$ cat src/rtl/uart_tx_arbiter_if.sv
// Requester/transmitter bundle for uart_tx_arbiter.
// The arbiter connects through the slave modport and the requester/transmitter side through master.
interface uart_tx_arbiter_if #(
    parameter int N    = 8,
    parameter int NREQ = 4,
    parameter int W    = 2
);
    logic [NREQ-1:0]   req;
    logic [NREQ*N-1:0] req_data;
    logic [NREQ-1:0]   ack;
    logic              tx_start;
    logic [N-1:0]      tx_data;
    logic              tx_ready;
    logic              busy;
    logic [W-1:0]      grant_id;

    modport slave (
        input  req, req_data, tx_ready,
        output ack, tx_start, tx_data, busy, grant_id
    );

    modport master (
        output req, req_data, tx_ready,
        input  ack, tx_start, tx_data, busy, grant_id
    );
endinterface

$ cat src/rtl/uart_tx_arbiter.sv
// Serialises NREQ word requesters onto one UART transmitter, one frame at a time.
// Define UART_TX_ARBITER_RR_EN for round-robin arbitration; the default build uses fixed priority (lowest index wins).
module uart_tx_arbiter #(
    parameter int N    = 8,
    parameter int NREQ = 4,
    parameter int W    = 2
) (
    input  logic             clk,
    input  logic             nrst,
    uart_tx_arbiter_if.slave bus
);
    typedef enum logic [2:0] {
        IDLE      = 3'd0,
        LOAD      = 3'd1,
        START     = 3'd2,
        WAIT_BUSY = 3'd3,
        WAIT_DONE = 3'd4
    } state_t;

    state_t       state;
    state_t       state_nxt;
    logic [1:0]   wait_cnt;
    logic [W-1:0] grant_id;
    logic [N-1:0] tx_data;
    logic [W-1:0] win;
    logic [N-1:0] win_word;
    logic [W-1:0] search_base;

`ifdef UART_TX_ARBITER_RR_EN
    logic [W-1:0] rr_ptr;
    assign search_base = rr_ptr;
`else
    assign search_base = '0;
`endif

    function automatic logic [W-1:0] wrap_idx(input logic [W-1:0] base, input int k);
        int sum;
        sum = int'(base) + k;
        if (sum >= NREQ) sum = sum - NREQ;
        return W'(sum);
    endfunction

    // Scan downwards so the requester closest to search_base is the last to assign and wins.
    always_comb begin
        win = search_base;
        for (int k = NREQ - 1; k >= 0; k--) begin
            if (bus.req[wrap_idx(search_base, k)]) win = wrap_idx(search_base, k);
        end
    end

    assign win_word = bus.req_data[int'(win) * N +: N];

    always_comb begin
        // NOTE: every signal driven here gets a default first, so no branch can infer a latch.
        state_nxt    = state;
        bus.ack      = '0;
        bus.tx_start = 1'b0;
        unique case (state)
            IDLE: begin
                if ((|bus.req) && bus.tx_ready) state_nxt = LOAD;
            end
            LOAD: begin
                bus.ack[grant_id] = 1'b1;
                state_nxt         = START;
            end
            START: begin
                bus.tx_start = 1'b1;
                state_nxt    = WAIT_BUSY;
            end
            WAIT_BUSY: begin
                if (!bus.tx_ready)          state_nxt = WAIT_DONE;
                else if (wait_cnt == 2'd3)  state_nxt = IDLE;
            end
            WAIT_DONE: begin
                if (bus.tx_ready) state_nxt = IDLE;
            end
            default: state_nxt = IDLE;
        endcase
    end

    assign bus.busy     = (state != IDLE);
    assign bus.grant_id = grant_id;
    assign bus.tx_data  = tx_data;

    // NOTE: state is updated with non-blocking assignments so every flop samples pre-edge values.
    always_ff @(posedge clk or negedge nrst) begin
        if (!nrst) state <= IDLE;
        else       state <= state_nxt;
    end

    // Winner is captured on the edge into LOAD, so grant_id, tx_data and ack all agree during LOAD.
    always_ff @(posedge clk or negedge nrst) begin
        if (!nrst) begin
            grant_id <= '0;
            tx_data  <= '0;
        end else if (state == IDLE && state_nxt == LOAD) begin
            grant_id <= win;
            tx_data  <= win_word;
        end
    end

    // Counts tx_ready-high cycles in WAIT_BUSY; the fourth one declares the start lost.
    always_ff @(posedge clk or negedge nrst) begin
        if (!nrst)                   wait_cnt <= '0;
        else if (state == WAIT_BUSY) wait_cnt <= wait_cnt + 2'd1;
        else                         wait_cnt <= '0;
    end

`ifdef UART_TX_ARBITER_RR_EN
    always_ff @(posedge clk or negedge nrst) begin
        if (!nrst) begin
            rr_ptr <= '0;
        end else if (state == LOAD) begin
            rr_ptr <= (grant_id == W'(NREQ - 1)) ? '0 : grant_id + W'(1);
        end
    end
`endif
endmodule

$ cat src/flat_wrapper.sv
// flat-port wrapper written by rule: the top's interface ports become plain ports
module uart_tx_arbiter_flat 
#(
    parameter int N    = 8,
    parameter int NREQ = 4,
    parameter int W    = 2
)
  (clk, nrst, bus_req, bus_req_data, bus_tx_ready, bus_ack, bus_tx_start, bus_tx_data, bus_busy, bus_grant_id);
  uart_tx_arbiter_if #(.N(N), .NREQ(NREQ), .W(W)) bus_i ();
  input  logic clk;
  input  logic nrst;
  input wire logic [$bits(bus_i.req)-1:0] bus_req;
  input wire logic [$bits(bus_i.req_data)-1:0] bus_req_data;
  input wire logic [$bits(bus_i.tx_ready)-1:0] bus_tx_ready;
  output wire logic [$bits(bus_i.ack)-1:0] bus_ack;
  output wire logic [$bits(bus_i.tx_start)-1:0] bus_tx_start;
  output wire logic [$bits(bus_i.tx_data)-1:0] bus_tx_data;
  output wire logic [$bits(bus_i.busy)-1:0] bus_busy;
  output wire logic [$bits(bus_i.grant_id)-1:0] bus_grant_id;
  assign bus_i.req = bus_req;
  assign bus_i.req_data = bus_req_data;
  assign bus_i.tx_ready = bus_tx_ready;
  assign bus_ack = bus_i.ack;
  assign bus_tx_start = bus_i.tx_start;
  assign bus_tx_data = bus_i.tx_data;
  assign bus_busy = bus_i.busy;
  assign bus_grant_id = bus_i.grant_id;
  uart_tx_arbiter #(.N(N), .NREQ(NREQ), .W(W)) u_core (.clk(clk), .nrst(nrst), .bus(bus_i));
endmodule
$ cat config.mk
export PLATFORM = sky130hd
export DESIGN_NAME = uart_tx_arbiter_flat
export DESIGN_NICKNAME = d
export VERILOG_FILES = /design/src/rtl/uart_tx_arbiter_if.sv /design/src/rtl/uart_tx_arbiter.sv /design/src/flat_wrapper.sv
export SDC_FILE = /design/constraint.sdc
export NUM_CORES = 1
export LEC_CHECK = 0
export ABC_AREA = 1
export ABC_CLOCK_PERIOD_IN_PS = 1950
export CAP_MARGIN = 30
export CORE_UTILIZATION = 40
export CTS_CLUSTER_SIZE = 28
export DETAILED_ROUTE_END_ITERATION = 6
export GPL_TIMING_DRIVEN = 0
export PLACE_DENSITY = 0.79
export RECOVER_POWER = 25
export SYNTH_ARGS = -nofsm -noshare
export SYNTH_HDL_FRONTEND = slang
export SYNTH_SLANG_ARGS = --single-unit
$ cat constraint.sdc
create_clock -name clk -period 1.95 [get_ports clk]
set_clock_uncertainty 0.05 [all_clocks]
set_input_delay 0.39 -clock clk [delete_from_list [all_inputs] [get_ports clk]]
set_output_delay 0.39 -clock clk [all_outputs]
set_load 0.01 [all_outputs]
==> impl_metrics.yaml <==
routing:
  drt_iter0_drc: 18
  via_per_inst: 4.74
  ant_nets: 0
  route.detailed.drc: 0
  wirelength_mm: 2.90
  wl_per_cell_um: 11.0
  num_vias: 1252
  dr.pass1.iters: 5
critical_path:
  end_kind: "output port"
  crit_arrival_ns: 1.42
  cp_max_fo: 4
  cp.required_ns: 1.51
  start_kind: "flop"
  criticalPathCategory: "flop to output port"
grt:
  grt_usage_pct: 20.3
  grt-ovfl-total: 0
  grt_pass1_vias: 1121
  gr-usage-met2_pct: 38.6
  antenna_found_initial: 0
  grt_max_degree: 16
  grt_pass1_wl_mm: 4.42
  gr-usage-met3_pct: 4.10
  gr-usage-met1_pct: 23.0
  busiest_layer: "met2"
placement:
  io_buffers: 54
  place_ws_ns: 0.000787
  hpwl_mm: 2.33
  gp_congestion: 0.816
job:
  maxCapViolCount: 0
sta:
  clock.fmax_mhz: 537
  finalCritPeriodShare_pct: 95.6
  slew_headroom_pct: 56.3
  finalSetupViolCount: 0
  period_minus_slack_ns: 1.86
  final_max_slew_viol_count: 0
  whs_ns: 0.391
  hold_viol_final: 0
  tightest_slew_ns: 0.653
  setup_slack_ns: 0.0865
logic_synthesis:
  syn_nets: 215
  synth_top_area_share_pct: 33.4
  syn_inst: 175
  synth_top_area_cell: "dfrtp_1"
  synth-edff-count: 0
  seq_area_frac_synth_pct: 33.4
  avgSynthCellArea_um2: 6.42
  ys_types: 23
  yosysMostFrequentCell: "nand2_1"
  synth-main-ff-cell: "dfrtp_1"
  syn_area_um2: 1120
  synth_seq_cells: 15
  synth_area_leaders: "dfrtp_1, nand2_1, nand3_1"
  ys_async_sr_fraction_pct: 100
  synth-warning-count: 0
  synth_common_cells: "nand2_1, inv_1, nand3_1, dfrtp_1, nor3_1"
floorplanning:
  io_pins: 55
  die_w_um: 55
  die_y_um: 55
  start_util_pct: 43.8
  rows: 18
  core_area_um2: 2570
  dieArea_um2: 3030
finish:
  regArea_um2: 375
  multi_input_area_um2: 557
  final_core_util_pct: 67.8
  num-nets-final: 275
  n_fill_cell: 249
  antennaDiodeCount: 0
  areaGrowthSynthToFinish_pct: 55.0
  layout-drive-gt1-share_pct: 10.3
clocking:
  cts_tree: "yes"
  numCtsBuffers: 3
  path_clk_slew_ns: 0.09
  clockRootBuffer: "clkbuf_4"
  clk_latency_ns: 0.28
  cts_buffer_depth: 2
  cts_sinks: 15
  cts_htree_levels: 1
power:
  peakVddDrop_mv: 0.932
  p_clk_share_pct: 10.8
  switching_power_uw: 619
  finalPower_mw: 1.59
  sw_frac_of_total_pct: 39.0
  p_comb_share_pct: 53.0
  leakagePower_nw: 0.956
  p_per_area_nw_per_um2: 912
  power_frac_seq_pct: 36.2
  p_int_uw: 968
outcome:
  status: "finished, final reports clean"
min_path:
  holdCritPathClass: "flop to flop"
## cell usage in the layout, fill, tap and decap left out
cell type        instances
dfrtp_1                 15
clkdlybuf4s50_1         47
nor2_4                   1
nand2_4                  1
inv_2                    2
inv_1                   40
nor2_1                   4
nand4_2                  1
clkdlybuf4s15_1          2
o21ai_0                  1
dlymetal6s2s_1           1
clkbuf_1                 1
buf_6                    2
clkbuf_4                 3
inv_4                    1
ha_1                     1
nand3_2                  2
nor2_2                   1
a31oi_1                  1
nor3_2                   2
nor3_1                   5
nand2_1                 53
dlygate4sd2_1            1
buf_2                    2
clkinv_2                 1
buf_4                    1
clkbuf_2                 1
o21ai_1                  2
a21oi_1                  2
dlygate4sd3_1            2
nand3_1                 32
nand2_2                  2
nand2_8                  1
## per-stage QoR
step                      setup TNS [ns]  instance area, um^2  instances
after global routing            -0.00276                 1740        264
final                                  0                 1740        264
after detailed placement               0                 1700        259
after CTS                              0                 1730        263
after floorplan                        0                 1120        175
after global placement                 0                 1700        259
## what timing repair did
| action | in CTS | in global routing |
|---|---|---|
| endpoints found under the setup margin | 5 | 5 |
| hold buffers | 0 | 0 |
| resized for setup | 6 | 7 |
| pin swaps | 0 | 0 |
| buffers inserted | 0 | 1 |
## cell type report
| type | instances | area share (%) |
|---|---|---|
| Clock buffer | 4 | 1.51 |
| Inverter | 44 | 9.70 |
| Sequential cell | 15 | 21.6 |
| Multi-Input combinational cell | 112 | 32.0 |
| Buffer | 4 | 1.87 |
| Tap cell | 30 | 2.16 |
| Timing Repair Buffer | 55 | 31.3 |
## sequential cells by signal (all words and copies together) (netlist names)
signal               cells
u_core.bus.tx_data       8
u_core.state             3
u_core.bus.grant_id      2
u_core.wait_cnt          2
## critical path, stage by stage (launching register included)
cell	delay [ns]
dfrtp_1	0.44
nor2_4	0.17
nand2_1	0.07
clkdlybuf4s50_1	0.47
## path summary, 6_finish.rpt
kind,cells past startpoint,to,slack [ns],startpoint
worst min-delay path,1,u_core.wait_cnt[0]$_DFF_PN0_,0.39,u_core.wait_cnt[0]$_DFF_PN0_
worst min register to register,1,u_core.wait_cnt[0]$_DFF_PN0_,0.39,u_core.wait_cnt[0]$_DFF_PN0_
max in group asynchronous,1,u_core.bus.tx_data[6]$_DFFE_PN0P_,0.90,nrst
worst max-delay path,3,bus_busy,0.09,u_core.state[1]$_DFF_PN0_
worst max register to register,5,u_core.bus.tx_data[2]$_DFFE_PN0P_,0.64,u_core.state[1]$_DFF_PN0_
min in group asynchronous,1,u_core.state[1]$_DFF_PN0_,0.52,nrst
## logic make-up (layout without fill, tap and decap cells)
logic type      count (synthesis)  after routing  share of synthesized area [%]
simple gates                  105            105                           44.8
fa+ha+maj                       1              1                           1.11
compound gates                  6              6                           2.78
flops                          15             15                           33.4
buf+inv                        48            107                           17.9
## power by group through the flow
stage                     Combinational, mW  Clock (mW)  Sequential [mW]
after global routing                  0.938       0.198            0.588
final                                 0.841       0.172            0.575
after CTS                             0.831       0.181            0.564
after global placement                0.807           0            0.554
after floorplan                       0.368           0            0.589
after detailed placement              0.834           0            0.563
## metal layers
| layer | routed length [um] | part of all wire [%] | vias to the layer above |
|---|---|---|---|
| li1 | - | - | 649 |
| met1 | 1240 | 43 | 555 |
| met2 | 1460 | 50 | 44 |
| met3 | 152 | 5.2 | 4 |
| met4 | 43 | 1.5 | 0 |
| met5 | 0 | 0 | - |
Note: power is estimated with default switching activity, not from simulation.
==> edit 1: new RTL, config.mk and constraints unchanged <==
Encoding of `state_t`: now one-hot (5 bits for 5 states).
--- a/src/rtl/uart_tx_arbiter.sv
+++ b/src/rtl/uart_tx_arbiter.sv
@@ -11,8 +11,8 @@
 );
-    typedef enum logic [2:0] {
-        IDLE      = 3'd0,
-        LOAD      = 3'd1,
-        START     = 3'd2,
-        WAIT_BUSY = 3'd3,
-        WAIT_DONE = 3'd4
+    typedef enum logic [4:0] {
+        IDLE      = 5'b00001,
+        LOAD      = 5'b00010,
+        START     = 5'b00100,
+        WAIT_BUSY = 5'b01000,
+        WAIT_DONE = 5'b10000
     } state_t;
Check against the original RTL: no difference found for any inputs over 10 cycles, from zero or initial values and one cycle with nrst low; not proved beyond that.
==> edit 1 against the original RTL <==
Sequential power up 3%. Die area down 2.2%. Register-to-register slack worse by 0.07 ns. Synthesized cell count down 13%. Cell area up 2.6%. Routed wire length up 3.5%. Count of clock-buffer cells in the layout unchanged. Worst setup slack worse by 0.041 ns. Non-clock buffer count up 9. Total power up 10%. Sequential cell count up 2. Area after synthesis down 2.2%. Critical path type unchanged. First-iteration DRC count up 130%. Largest cell class unchanged.
==> edit 1: results (changes against the original RTL) <==
stage,metric,value,unit,change
route,vias,1282,,+2.4%
setup_path,cp-endpoint,bus_ack[2],,
clocking,numCtsBuffers,3,,unchanged
setup_path,crit_slowest_cell,dfrtp_1,,
power,max-vdd-ir-drop,0.560,mV,-40%
final_layout,nFillCells,222,,-11%
placed_design,hpwlAfterDp,2250,µm,-3.5%
global_routing,met3_usage,2.22,%,-1.9 points
final_layout,nets,262,,-4.7%
power,leakage,0.870,nW,-9.0%
logic_synthesis,synth-compound-area-share,2.96,%,+0.18 points
logic_synthesis,async_reset_ff_share,100,%,unchanged
placed_design,gp_congestion,0.840,,+2.9%
final_layout,reg_top3,"u_core.bus.tx_data: 8 flops, u_core.state: 5 flops",,
route,drt-initial-drc-count,42,,+24
final_layout,post_route_cells_drive_above_1_share,16.7,%,+6.5 points
clocking,clk_latency,0.28,ns,about the same
final_layout,n_antenna_cell,0,,unchanged
route,dr.pass1.iters,4,,-1
logic_synthesis,ys_top_cells_by_area,"dfrtp_1, nand3_1, nand2_1",,
setup_path,cp_max_fo,4,,unchanged
placed_design,postPlaceCellArea,0.00168,mm²,-1.5%
logic_synthesis,synth_xor_area_share,0,%,unchanged
setup_path,cpPeakStageDelay,0.42,ns,-0.05 ns
setup_path,cp.arrival,1.46,ns,+0.04 ns
timing,maxSlewHeadroom,52.1,%,-4.3 points
setup_path,r2r-end,u_core.bus.tx_data[0]$_DFFE_PN0P_,,
logic_synthesis,yosys-top-cells-count,"nand3_1, nand2_1, dfrtp_1",,
clocking,path_clk_slew,0.09,ns,about the same
logic_synthesis,ys_seq_area_share,38.8,%,+5.4 points
clocking,cts_max_path_buffers,2,,unchanged
global_routing,use_met1,25.5,%,+2.5 points
global_routing,grt_pass1_vias,1183,,+5.5%
setup_path,reg2reg_from,u_core.state[0]$_DFF_PN1_,,
run_status,status,finished clean,,
route,wl,3000,µm,+3.5%
setup_path,regToRegSetupSlack,0.57,ns,-0.07 ns
placed_design,numPortBuffers,54,,unchanged
clocking,cts_root_buffer,clkbuf_4,,
min_path,hold_path_class,register to register,,
logic_synthesis,synthFlopType,dfrtp_1,,
global_routing,grt_max_degree,18,,+2
logic_synthesis,syn_nets,193,,-10%
setup_path,cpLargestDelayFamily,flip-flops,,
logic_synthesis,synth_cell_types,24,,+4.3%
global_routing,grt_use_total,22.4,%,+2.1 points
setup_path,r2r_cells,6,,+1
global_routing,grt_use_met2,42.1,%,+3.5 points
clocking,htree_levels,1,,unchanged
logic_synthesis,synth_fa_ha_area_share,1.14,%,+0.025 points
global_routing,grt_pass1_wl,4770,µm,+7.8%
setup_path,cp-startpoint,u_core.state[3]$_DFF_PN0_,,
[edit 1: cell types whose count changed in the layout (fill, tap and decap cells not counted), moves of 2 or more]
| cell | delta |
|---|---|
| buf_4 | +10 |
| inv_1 | -29 |
| inv_2 | +2 |
| nand2_1 | -13 |
| nand3_1 | +13 |
| nor2_1 | +6 |
| nor3_1 | -3 |
| o21ai_0 | +2 |
[edit 1: per-layer routing]
metal / up-vias / share of wire [%] / wire length (µm)
met5: - / 0 / 0
met4: 0 / 0.57 / 17
met3: 4 / 7.9 / 236
met2: 77 / 50 / 1490
met1: 556 / 42 / 1260
li1: 645 / - / -
[edit 1: cell families after synthesis]
group,after synthesis
buf+inv,20
simple gates,109
compound gates,6
fa+ha+maj,1
flops,17
[edit 1: cell type report]
type	count	share of cell area, %
Buffer	4	1.96
Timing Repair Buffer	64	33.8
Multi-Input combinational cell	116	33.3
Tap cell	30	2.10
Inverter	16	3.36
Sequential cell	17	23.9
Clock buffer	4	1.47
[edit 1: power by group]
part | internal, mW | total, mW | switching (mW)
clock network | 0.0794 | 0.182 | 0.103
logic | 0.514 | 0.978 | 0.464
registers | 0.488 | 0.590 | 0.102
[edit 1: metrics by stage]
stage | utilization (%) | hold WS, ns | setup WS (ns) | instances
floorplan | - | 0.0444 | 0.479 | 153
global placement | 65.9 | 0.370 | -0.00899 | 237
detailed placement | 65.9 | 0.378 | -0.0835 | 237
CTS | 69.6 | 0.391 | 0.0152 | 250
global route | 70.2 | 0.420 | -0.0767 | 251
finish | 70.2 | 0.391 | 0.0451 | 251
[edit 1: what timing repair did]
action,in CTS,in global routing
setup endpoints to repair,6,4
gates resized for setup,18,4
cloned,0,0
pin swaps,4,2
setup buffers,9,1
==> edit 2: new RTL, config.mk and constraints unchanged <==
Without the edit above. `N` is set to 8 in 3 places; all go to 12.
--- a/src/rtl/uart_tx_arbiter_if.sv
+++ b/src/rtl/uart_tx_arbiter_if.sv
@@ -3,3 +3,3 @@
 interface uart_tx_arbiter_if #(
-    parameter int N    = 8,
+    parameter int N    = 12,
     parameter int NREQ = 4,
--- a/src/rtl/uart_tx_arbiter.sv
+++ b/src/rtl/uart_tx_arbiter.sv
@@ -3,3 +3,3 @@
 module uart_tx_arbiter #(
-    parameter int N    = 8,
+    parameter int N    = 12,
     parameter int NREQ = 4,
--- a/src/flat_wrapper.sv
+++ b/src/flat_wrapper.sv
@@ -3,3 +3,3 @@
 #(
-    parameter int N    = 8,
+    parameter int N    = 12,
     parameter int NREQ = 4,
Interface: changed (resized bus_req_data and bus_tx_data); port bits go from 55 to 75. The function was not compared with the original's and may differ.
==> edit 2 against the original RTL <==
Highest routed layer unchanged. Routed wire length is 35% higher. Die area is 33% higher. Critical path type unchanged. Clock power is 59% higher. Area after synthesis is 34% higher. Largest power group unchanged. Cell area is 35% higher. Total power is 29% higher. Sequential cell count is 4 higher. Worst setup slack worse by 0.0086 ns.
==> edit 2: results (changes against the original RTL) <==
stage,metric,value,unit,change
setup_path,r2r_cells,5,,unchanged
logic_synthesis,synth-compound-area-share,1.33,%,-1.5 points
logic_synthesis,synth_fa_ha_area_share,0.830,%,-0.28 points
logic_synthesis,syn_nets,297,,+38%
logic_synthesis,synth_cell_types,21,,-8.7%
placed_design,postPlaceCellArea,0.00231,mm²,+36%
global_routing,met3_usage,3.62,%,-0.48 points
logic_synthesis,yosysWarnings,0,,unchanged
power,leakage,1.31,nW,+37%
logic_synthesis,syn_inst,241,,+38%
final_layout,nets,376,,+37%
clocking,cts_root_buffer,clkbuf_8,,
final_layout,post_route_cells_drive_above_1_share,8.15,%,-2.1 points
power,power_frac_seq,33.7,%,-2.5 points
run_status,status,finished clean,,
global_routing,antenna_found_initial,0,,unchanged
route,vias,1694,,+35%
timing,tightest_slew,0.861,ns,+0.208 ns
final_layout,nFillCells,329,,+32%
setup_path,crit_slowest_cell,clkdlybuf4s50_1,,
timing,min_period_over_period,96.0,%,+0.44 points
power,p_int,1.28,mW,+32%
route,wl_per_cell,10.7,µm,-2.3%
clocking,path_clk_slew,0.07,ns,-0.02 ns
final_layout,fin_util,68.0,%,+0.17 points
final_layout,n_antenna_cell,0,,unchanged
timing,hold_slack,0.382,ns,-0.00882 ns
global_routing,grt_pass1_wl,6810,µm,+54%
power,comb-power,1.09,mW,+30%
power,seq_cell_power,690,µW,+20%
final_layout,reg_top3,"u_core.bus.tx_data: 12 flops, u_core.state: 3 flops",,
global_routing,grt_pass1_vias,1597,,+42%
global_routing,grt_max_degree,20,,+4
global_routing,use_met1,27.4,%,+4.4 points
route,dr.pass1.iters,4,,-1
setup_path,regToRegSetupSlack,0.62,ns,-0.02 ns
logic_synthesis,synth_mux_area_share,0,%,unchanged
clocking,clk_latency,0.25,ns,-0.03 ns
logic_synthesis,yosys-top-cells-count,"nand2_1, inv_1, nand3_1",,
clocking,numCtsBuffers,3,,unchanged
logic_synthesis,ys_top_cells_by_area,"dfrtp_1, nand2_1, nand3_1",,
placed_design,dp_cells,361,,+39%
min_path,holdPathStages,1,,unchanged
placed_design,dp_slack,-0.0433,ns,-0.0441 ns
global_routing,grt_use_total,21.2,%,+0.91 points
logic_synthesis,ys_seq_area_share,31.5,%,-1.9 points
clocking,cts.sinks,19,,+4
power,max-vdd-ir-drop,0.536,mV,-43%
final_layout,post_layout_nonfiller_instances,365,,+38%
placed_design,numPortBuffers,74,,+37%
route,drt-initial-drc-count,86,,+68
placed_design,hpwlAfterDp,3050,µm,+31%
global_routing,grt_use_met2,36.4,%,-2.1 points
placed_design,gp_congestion,0.875,,+7.2%
[edit 2: cell count changes after synthesis, moves of 3 or more]
cell and delta:
nand3_1 +19, nand2_1 +25, dfrtp_1 +4, inv_1 +16, buf_4 +3
[edit 2: cells by family after synthesis]
| logic type | after synthesis |
|---|---|
| AOI/OAI and AO/OA | 4 |
| adders and majority gates | 1 |
| DFF | 19 |
| and+or+nand+nor | 147 |
| buffers and inverters | 70 |
[edit 2: layout make-up]
| cell class | instances | area share, % |
|---|---|---|
| well taps | 46 | 2.44 |
| multi-input cells | 152 | 31.1 |
| flip-flops and latches | 19 | 20.2 |
| clock buffers | 4 | 1.91 |
| inverters | 60 | 9.66 |
| plain buffers | 10 | 3.40 |
| repair buffers | 74 | 31.3 |
[edit 2: worst max-delay path: cells and delay by family (launching register included)]
kind	cells	cell delay, ns
buffers and inverters	1	0.48
DFF	1	0.45
and+or+nand+nor	2	0.25
[edit 2: path summary, 6_finish.rpt]
kind                                         startpoint                            endpoint
max                           u_core.state[0]$_DFF_PN0_                            bus_busy
max in group asynchronous                          nrst  u_core.bus.grant_id[1]$_DFFE_PN0P_
min                        u_core.wait_cnt[0]$_DFF_PN0_        u_core.wait_cnt[0]$_DFF_PN0_
min reg2reg                u_core.wait_cnt[0]$_DFF_PN0_        u_core.wait_cnt[0]$_DFF_PN0_
min in group asynchronous                          nrst        u_core.wait_cnt[1]$_DFF_PN0_
max reg2reg                   u_core.state[0]$_DFF_PN0_   u_core.bus.tx_data[5]$_DFFE_PN0P_
[edit 2: routing by layer]
layer  vias to the layer above  share of wire (%)  routed length [µm]
met3                         4                6.6                 257
met5                         -                  0                   0
met4                         0               0.97                  38
met1                       742                 45                1760
li1                        883                  -                   -
met2                        65                 47                1860
